## src/rtl/inst_fetch_unit_if.sv

```systemverilog
// Fetch-side bus bundle: instruction ROM port, redirect request and the
// valid/ready instruction stream towards decode.
interface inst_fetch_unit_if;
   logic        rom_ce;
   logic [31:0] rom_addr;
   logic [31:0] rom_inst;
   logic        redirect_valid;
   logic [31:0] redirect_pc;
   logic        inst_valid_o;
   logic [31:0] inst_o;
   logic [31:0] inst_pc_o;
   logic        id_ready_i;

   modport master (
      output rom_ce, rom_addr, inst_valid_o, inst_o, inst_pc_o,
      input  rom_inst, redirect_valid, redirect_pc, id_ready_i
   );

   modport slave (
      input  rom_ce, rom_addr, inst_valid_o, inst_o, inst_pc_o,
      output rom_inst, redirect_valid, redirect_pc, id_ready_i
   );
endinterface

```

## src/rtl/inst_fetch_unit.sv

```systemverilog
// Instruction fetch unit: holds the PC, reads the combinational ROM and buffers
// {pc, inst} pairs in a small FIFO feeding decode. Redirects flush the buffer.
//
// state    | meaning
// st_idle  | just out of reset, no fetch on this edge
// st_run   | fetching whenever there is buffer space and no redirect
module inst_fetch_unit #(
   parameter logic [31:0] RESET_PC   = 32'h0000_0000,
   parameter int          FIFO_DEPTH = 2
) (
   input logic               clk,
   input logic               rst,
   inst_fetch_unit_if.master bus
);

   localparam int AW = (FIFO_DEPTH > 1) ? $clog2(FIFO_DEPTH) : 1;
   localparam logic [AW:0]   DEPTH_C = FIFO_DEPTH[AW:0];
   localparam logic [AW:0]   CNT_ONE = {{AW{1'b0}}, 1'b1};
   localparam logic [AW-1:0] PTR_ONE = {{(AW-1){1'b0}}, 1'b1};

   typedef enum logic {
      st_idle = 1'b0,
      st_run  = 1'b1
   } state_t;

   state_t        state_q, state_d;
   logic [31:0]   pc_q, pc_d;
   logic [AW:0]   count_q, count_d;
   logic [AW-1:0] rd_ptr_q, rd_ptr_d;
   logic [AW-1:0] wr_ptr_q, wr_ptr_d;

   logic [31:0]   mem_pc   [FIFO_DEPTH];
   logic [31:0]   mem_inst [FIFO_DEPTH];

   logic          started;
   logic          not_empty;
   logic          pop;
   logic          push;
   logic          space;

   // started is simply "not in st_idle"
   assign started = (state_q == st_run);

   // handshake qualifiers; redirect masks both push and pop
   always_comb begin
      not_empty = (count_q != '0);
      pop       = not_empty & bus.id_ready_i & ~bus.redirect_valid;
      space     = (count_q < DEPTH_C) | pop;
      push      = started & space & ~bus.redirect_valid;
   end

   // ROM port and head-of-buffer outputs; zeros whenever nothing valid is shown
   always_comb begin
      bus.rom_ce       = push;
      bus.rom_addr     = pc_q;
      bus.inst_valid_o = not_empty & ~bus.redirect_valid;
      bus.inst_o       = '0;
      bus.inst_pc_o    = '0;
      if (bus.inst_valid_o) begin
         bus.inst_o    = mem_inst[rd_ptr_q];
         bus.inst_pc_o = mem_pc[rd_ptr_q];
      end
   end

   // next-state: start-up FSM, PC, buffer pointers and occupancy
   always_comb begin
      state_d  = state_q;
      pc_d     = pc_q;
      count_d  = count_q;
      rd_ptr_d = rd_ptr_q;
      wr_ptr_d = wr_ptr_q;

      case (state_q)
         st_idle: state_d = st_run;
         st_run:  state_d = st_run;
         default: state_d = st_idle;
      endcase

      if (bus.redirect_valid) begin
         pc_d     = {bus.redirect_pc[31:2], 2'b00};
         count_d  = '0;
         rd_ptr_d = '0;
         wr_ptr_d = '0;
      end else begin
         if (push) begin
            pc_d     = pc_q + 32'd4;
            wr_ptr_d = wr_ptr_q + PTR_ONE;
         end
         if (pop) begin
            rd_ptr_d = rd_ptr_q + PTR_ONE;
         end
         case ({push, pop})
            2'b10:   count_d = count_q + CNT_ONE;
            2'b01:   count_d = count_q - CNT_ONE;
            default: count_d = count_q;
         endcase
      end
   end

   // control state registers
   always_ff @(posedge clk or negedge rst) begin
      if (!rst) begin
         state_q  <= st_idle;
         pc_q     <= RESET_PC;
         count_q  <= '0;
         rd_ptr_q <= '0;
         wr_ptr_q <= '0;
      end else begin
         state_q  <= state_d;
         pc_q     <= pc_d;
         count_q  <= count_d;
         rd_ptr_q <= rd_ptr_d;
         wr_ptr_q <= wr_ptr_d;
      end
   end

   // buffer storage; contents are don't-care while count is zero, so no reset
   always_ff @(posedge clk) begin
      if (push) begin
         mem_pc[wr_ptr_q]   <= pc_q;
         mem_inst[wr_ptr_q] <= bus.rom_inst;
      end
   end

endmodule

```

## src/flat_wrapper.sv

```systemverilog
// flat-port wrapper written by rule: the top's interface ports become plain ports
module inst_fetch_unit_flat 
#(
   parameter logic [31:0] RESET_PC   = 32'h0000_0000,
   parameter int          FIFO_DEPTH = 2
)
  (clk, rst, bus_rom_ce, bus_rom_addr, bus_inst_valid_o, bus_inst_o, bus_inst_pc_o, bus_rom_inst, bus_redirect_valid, bus_redirect_pc, bus_id_ready_i);
  inst_fetch_unit_if bus_i ();
  input logic clk;
  input logic rst;
  output wire logic [$bits(bus_i.rom_ce)-1:0] bus_rom_ce;
  output wire logic [$bits(bus_i.rom_addr)-1:0] bus_rom_addr;
  output wire logic [$bits(bus_i.inst_valid_o)-1:0] bus_inst_valid_o;
  output wire logic [$bits(bus_i.inst_o)-1:0] bus_inst_o;
  output wire logic [$bits(bus_i.inst_pc_o)-1:0] bus_inst_pc_o;
  input wire logic [$bits(bus_i.rom_inst)-1:0] bus_rom_inst;
  input wire logic [$bits(bus_i.redirect_valid)-1:0] bus_redirect_valid;
  input wire logic [$bits(bus_i.redirect_pc)-1:0] bus_redirect_pc;
  input wire logic [$bits(bus_i.id_ready_i)-1:0] bus_id_ready_i;
  assign bus_rom_ce = bus_i.rom_ce;
  assign bus_rom_addr = bus_i.rom_addr;
  assign bus_inst_valid_o = bus_i.inst_valid_o;
  assign bus_inst_o = bus_i.inst_o;
  assign bus_inst_pc_o = bus_i.inst_pc_o;
  assign bus_i.rom_inst = bus_rom_inst;
  assign bus_i.redirect_valid = bus_redirect_valid;
  assign bus_i.redirect_pc = bus_redirect_pc;
  assign bus_i.id_ready_i = bus_id_ready_i;
  inst_fetch_unit #(.RESET_PC(RESET_PC), .FIFO_DEPTH(FIFO_DEPTH)) u_core (.clk(clk), .rst(rst), .bus(bus_i));
endmodule
```

## config.mk

```make
export PLATFORM = sky130hd
export DESIGN_NAME = inst_fetch_unit_flat
export DESIGN_NICKNAME = d
export VERILOG_FILES = /design/src/rtl/inst_fetch_unit_if.sv /design/src/rtl/inst_fetch_unit.sv /design/src/flat_wrapper.sv
export SDC_FILE = /design/constraint.sdc
export NUM_CORES = 1
export LEC_CHECK = 0
export CELL_PAD_IN_SITES_DETAIL_PLACEMENT = 1
export CELL_PAD_IN_SITES_GLOBAL_PLACEMENT = 1
export CORE_ASPECT_RATIO = 0.5
export CORE_MARGIN = 2
export CORE_UTILIZATION = 35
export CTS_BUF_LIST = sky130_fd_sc_hd__clkbuf_16
export CTS_CLUSTER_DIAMETER = 120
export DETAILED_ROUTE_END_ITERATION = 7
export HOLD_SLACK_MARGIN = 0.06
export PLACE_DENSITY_LB_ADDON = 0.1
export SLEW_MARGIN = 20
export SYNTH_ARGS = -nofsm -noshare
export SYNTH_HDL_FRONTEND = slang
export SYNTH_SLANG_ARGS = --single-unit
```

## constraint.sdc

```tcl
create_clock -name clk -period 10.28 [get_ports clk]
set_input_delay 2.57 -clock clk [delete_from_list [all_inputs] [get_ports clk]]
set_output_delay 2.57 -clock clk [all_outputs]
set_load 0.01 [all_outputs]
```

[Word-level counts from Yosys, hierarchy flattened]
Memory sizes are Yosys's and may differ from the RTL's.
Cells that the tools add are included.
Word-level totals
  flip-flop bits (word level): 37
  bits in writable memories: 128
  bits of input ports: 68
  output and inout port bits: 98
  logic and storage cells: 38
  memories kept: 2
Memories
  u_core.mem_inst: words 2, width 32, rd ports 1, clocked after Yosys merged registers in 0, write ports 1, line inst_fetch_unit.sv:33  | logic [31:0] mem_inst [FIFO_DEPTH];
  u_core.mem_pc: words 2, width 32, rd ports 1, clocked after Yosys merged registers in 0, write ports 1, line inst_fetch_unit.sv:32  | logic [31:0] mem_pc [FIFO_DEPTH];
Cells by class
  $add $sub $neg: 5
  magnitude comparators: 1
  equal/unequal tests: 2
  multiplexer cells: 12
  bitwise logic cells: 7
  reduce and logical (&&, ||, !) cells: 4
Operators by type and width (count)
  $mux 32: 4
  $add 32x3->32 const B: 1
  $mux 1: 6
  $reduce_bool 2->1: 3
  $and 1x1->1: 5
  $pmux 2 s2: 1
  $reduce_bool 3->1: 1
  $add 1x1->1 const B: 2
  $add 2x1->2 const B: 1
  $eq 2x1->1 const B: 1
  $eq 2x2->1 const B: 1
  $lt 2x2->1 const B: 1
  $mux 2: 1
  $sub 2x1->2 const B: 1
  $not 1->1: 1
  $or 1x1->1: 1

[Longest topological paths before layout]
  word-level depth: 9
  mapped depth: 6
  gate-level depth less buffers: 5

[Worst setup path before layout]
Ideal clock, no wire load.
  path kind: input -> register
  start point: input port bus_redirect_valid
  end point: memory u_core.mem_inst[0][0] (enable)
  library setup time: 0.559 ns
  arrival time: 7.216 ns
  required time: 9.721 ns
  path slack: 2.506 ns
  stages: 3
  cells stage by stage: clkbuf_1 -> clkbuf_1 -> nor3_1
On the way
  cells in the longest elaborated chain, start to end: 7
Ends and longest elaborated chain
  from (decl): line flat_wrapper.sv:17  | input wire logic [$bits(bus_i.redirect_valid)-1:0] bus_redirect_valid;
  $not 1->1 (*): line inst_fetch_unit.sv:47, inst_fetch_unit.sv:49
  $and 1x1->1: line inst_fetch_unit.sv:47  | pop = not_empty & bus.id_ready_i & ~bus.redirect_valid;
  $or 1x1->1: line inst_fetch_unit.sv:48  | space = (count_q < DEPTH_C) | pop;
  $and 1x1->1: line inst_fetch_unit.sv:49  | push = started & space & ~bus.redirect_valid;
  $and 1x1->1 (*): line inst_fetch_unit.sv:49
  $mux 1 (*): line inst_fetch_unit.sv:119  | if (push) begin
  $mux 1 (implied by the code) (*): line inst_fetch_unit.sv:121  | mem_inst[wr_ptr_q] <= bus.rom_inst;
  to (decl): line inst_fetch_unit.sv:33
Every way passes the cells marked *; elsewhere a longest branch is shown, timed or not.

[Worst setup path in the final report]
  start point: input port bus_redirect_valid
  end point: output port bus_inst_o[10]
On the way
  cells in the longest elaborated chain, start to end: 3
Ends and longest elaborated chain
  $not 1->1: line inst_fetch_unit.sv:56  | bus.inst_valid_o = not_empty & ~bus.redirect_valid;
  $and 1x1->1: line inst_fetch_unit.sv:56
  $mux 32: line inst_fetch_unit.sv:59  | if (bus.inst_valid_o) begin
  to (decl): line flat_wrapper.sv:14  | output wire logic [$bits(bus_i.inst_o)-1:0] bus_inst_o;
No other way between the ends.

==> results_dict.tcl <==
set metrics [dict create \
    gp_congestion 0.7307 \
    fin_util_pct 48.90 \
    hpwlAfterDp_mm 11.14 \
    setup_viol 0 \
    layout_common_cells "clkdlybuf4s50_1 (158), edfxtp_1 (124), nor2_1 (86)" \
    worstHoldStart "u_core.bus.rom_addr[31]" \
    ctsResizeCount 0 \
    cp_max_fo 34 \
    tightest_slew_ns 0.9928 \
    relSlewSlack_pct 33.56 \
    synth_async_sr_flop_share_pct 22.01 \
    grt_max_degree 63 \
    hold_viol_final 0 \
    pin_count 166 \
    ir_drop_mv 0.09691 \
    drt_iter0_drc 163 \
    area_delta_synth_final_pct 34.78 \
    end_kind "output port" \
    dieHeight_um 102.4 \
    mostFrequentLayoutCell "clkdlybuf4s50_1" \
    max_freq_mhz 131.4 \
    cp_slowest_cell "clkdlybuf4s50_1" \
    ant_nets 0 \
    slowest_delay_ns 0.52 \
    netSwitchingFraction_pct 23.87 \
    final_cell_area_sq_um 9144 \
    fillCellCount 1917 \
    grt_pass1_vias 4726 \
    placed_cell_area_sq_um 8598 \
    ctsLongestPathBuffers 2 \
    rows 35 \
    port_buffers 159 \
    skew_ns 0.007575 \
    worstHoldPathType "flip-flop to flip-flop" \
    path_delay_family "buffers and inverters" \
    power.internal_mw 1.185 \
    grt.overflow.total 0 \
    synth_cell_types 45 \
    dieArea_sq_um 20580 \
    syn_area_sq_um 6784 \
    path_cells "clkdlybuf4s50_1 -> buf_4 -> clkinv_1 -> o21ai_4 -> buf_4 -> nor2_1 -> clkdlybuf4s50_1" \
    htree_levels 4 \
    final_net_count 727 \
    clkPwrFrac_pct 38.1 \
    syn_avg_cell_area_sq_um 13.43 \
    clock_sinks 159 \
    reg2reg_depth 4 \
    diodes 0 \
    drv_slew 0 \
    yosys_most_used_dff "edfxtp_1" \
    crit_cells 7 \
    maxCapViolCount 0 \
    rsz0062_at_grt "no" \
    initial_core_util_pct 36.28 \
    drt-pass1-iter-count 5 \
    cts_buffers 17 \
    setup-tns-final_ns 0 \
    leakage_nw 3.082 \
    drive_gt1_share_pct 5.961 \
    vias 4618 \
    track_usage_pct 17.05 \
    critPathLaunchType "input pin" \
    worstPathArrival_ns 5.04 \
    drc 0 \
    cts_hold_buffers 0 \
    cts_tree "yes" \
    synth_seq_cells 159 \
    powerDensity_nw_per_um2 170.2 \
    syn_inst 505 \
    wirelength_mm 16.98 \
    power_frac_seq_pct 49.7 \
    period_needed_ns 7.609 \
    switching_power_mw 0.3715 \
    ys_warn_count 0 \
    r2r-end "u_core.bus.rom_addr[18]" \
    r2r-start "u_core.bus.rom_addr[4]" \
    seq_area_frac_synth_pct 67.80 \
    crit_required_ns 7.71 \
    core_area_sq_um 18700 \
    cp_num_buf_inv 5 \
    die-width_um 200.9 \
    synth_edf_count 124 \
    status "finished, final reports clean" \
    worst-r2r-setup-slack_ns 7.87 \
    postCtsSetupBuffers 0 \
    crit_start "bus_redirect_valid" \
    grt_pass1_wl_mm 26.46 \
    antenna_found_initial 0 \
    pwr-share-comb_pct 12.3 \
    crit_type "input pin to output port" \
    crit_end "bus_inst_o[10]" \
    vias_per_cell 4.966 \
    clk_latency_ns 0.41 \
    fin_crit_sh_pct 74.02 \
    clk_pin_slew_ns 0.06 \
    ctsRootBufferMaster "clkbuf_16" \
    wire_per_inst_um 18.26 \
]
## worst min-delay path by stage
stage,endpoint,cells past startpoint
2_1_floorplan,u_core.wr_ptr_q,2
3_3_place_gp,u_core.mem_pc[1][31],0
3_5_place_dp,u_core.mem_pc[1][31],0
4_1_cts,u_core.mem_pc[1][31],0
5_1_grt,u_core.mem_pc[1][9],0
6_report,u_core.mem_pc[1][31],0
## Yosys cell counts (3+ instances only)
library cell	n	area, sq um
a31oi_1	20	125.1
and4_1	6	52.55
mux2i_1	63	630.6
buf_6	3	33.78
xnor2_1	7	61.31
dfrtp_1	35	875.8
nand2_1	19	71.32
clkbuf_1	17	63.81
o31ai_1	18	135.1
nand3_1	10	50.05
nor2_1	86	322.8
inv_1	5	18.77
buf_4	4	30.03
nand4_1	4	25.02
edfxtp_1	124	3724
buf_2	10	50.05
o211ai_1	4	30.03
and3_1	4	25.02
or4_1	20	150.1
o21ai_0	13	65.06
## routing by layer
metal,global-route usage (%),share of wire (%),up-vias
met3,3.571,3.1,13
met5,0,0,-
met4,5.812,1.1,0
met2,28.32,48,94
met1,22.63,48,2317
li1,-,-,2194
## layout make-up
type	instances	area [sq um]	share of cell area, %
flip-flops and latches	159	4603	50.34
multi-input cells	308	2013	22.02
repair buffers	165	1632	17.84
clock buffers	17	425.4	4.652
well taps	259	324.1	3.544
clock inverters	15	120.1	1.314
inverters	7	26.28	0.2874
## stage by stage
| step | total power, mW | cells | hold WS [ns] | worst slack (ns) |
|---|---|---|---|---|
| after global placement | 0.9752 | 898 | 0.5125 | 2.614 |
| after global routing | 1.622 | 930 | 0.5816 | 2.477 |
| final | 1.556 | 930 | 0.5387 | 2.671 |
| after detailed placement | 0.9809 | 898 | 0.5300 | 2.599 |
| after CTS | 1.577 | 930 | 0.5461 | 2.594 |
| after floorplan | 0.8702 | 508 | 0.5249 | 2.506 |
## sequential cells by signal, indices dropped and copies added (netlist names)
signal	cells
u_core.mem_pc	60
u_core.wr_ptr_q	1
u_core.count_q	2
u_core.rd_ptr_q	1
u_core.started	1
u_core.mem_inst	64
u_core.bus.rom_addr	30
## power by group through the flow
| stage | combinational, mW | clock (mW) | sequential (mW) |
|---|---|---|---|
| floorplan | 0.0932 | 0 | 0.777 |
| global placement | 0.191 | 0 | 0.784 |
| detailed placement | 0.194 | 0 | 0.787 |
| CTS | 0.195 | 0.608 | 0.774 |
| global route | 0.209 | 0.634 | 0.779 |
| finish | 0.191 | 0.592 | 0.773 |
## logic make-up after synthesis
group,synth area share [%]
AO/OA/AOI/OAI,6.769
flip-flops,67.80
buffers and inverters,3.006
other,0.1107
AND/OR/NAND/NOR,11.67
adder cells (fa/ha/maj),0.1844
XOR/XNOR,1.162
multiplexers,9.295
(Power assumes the default switching activity.)
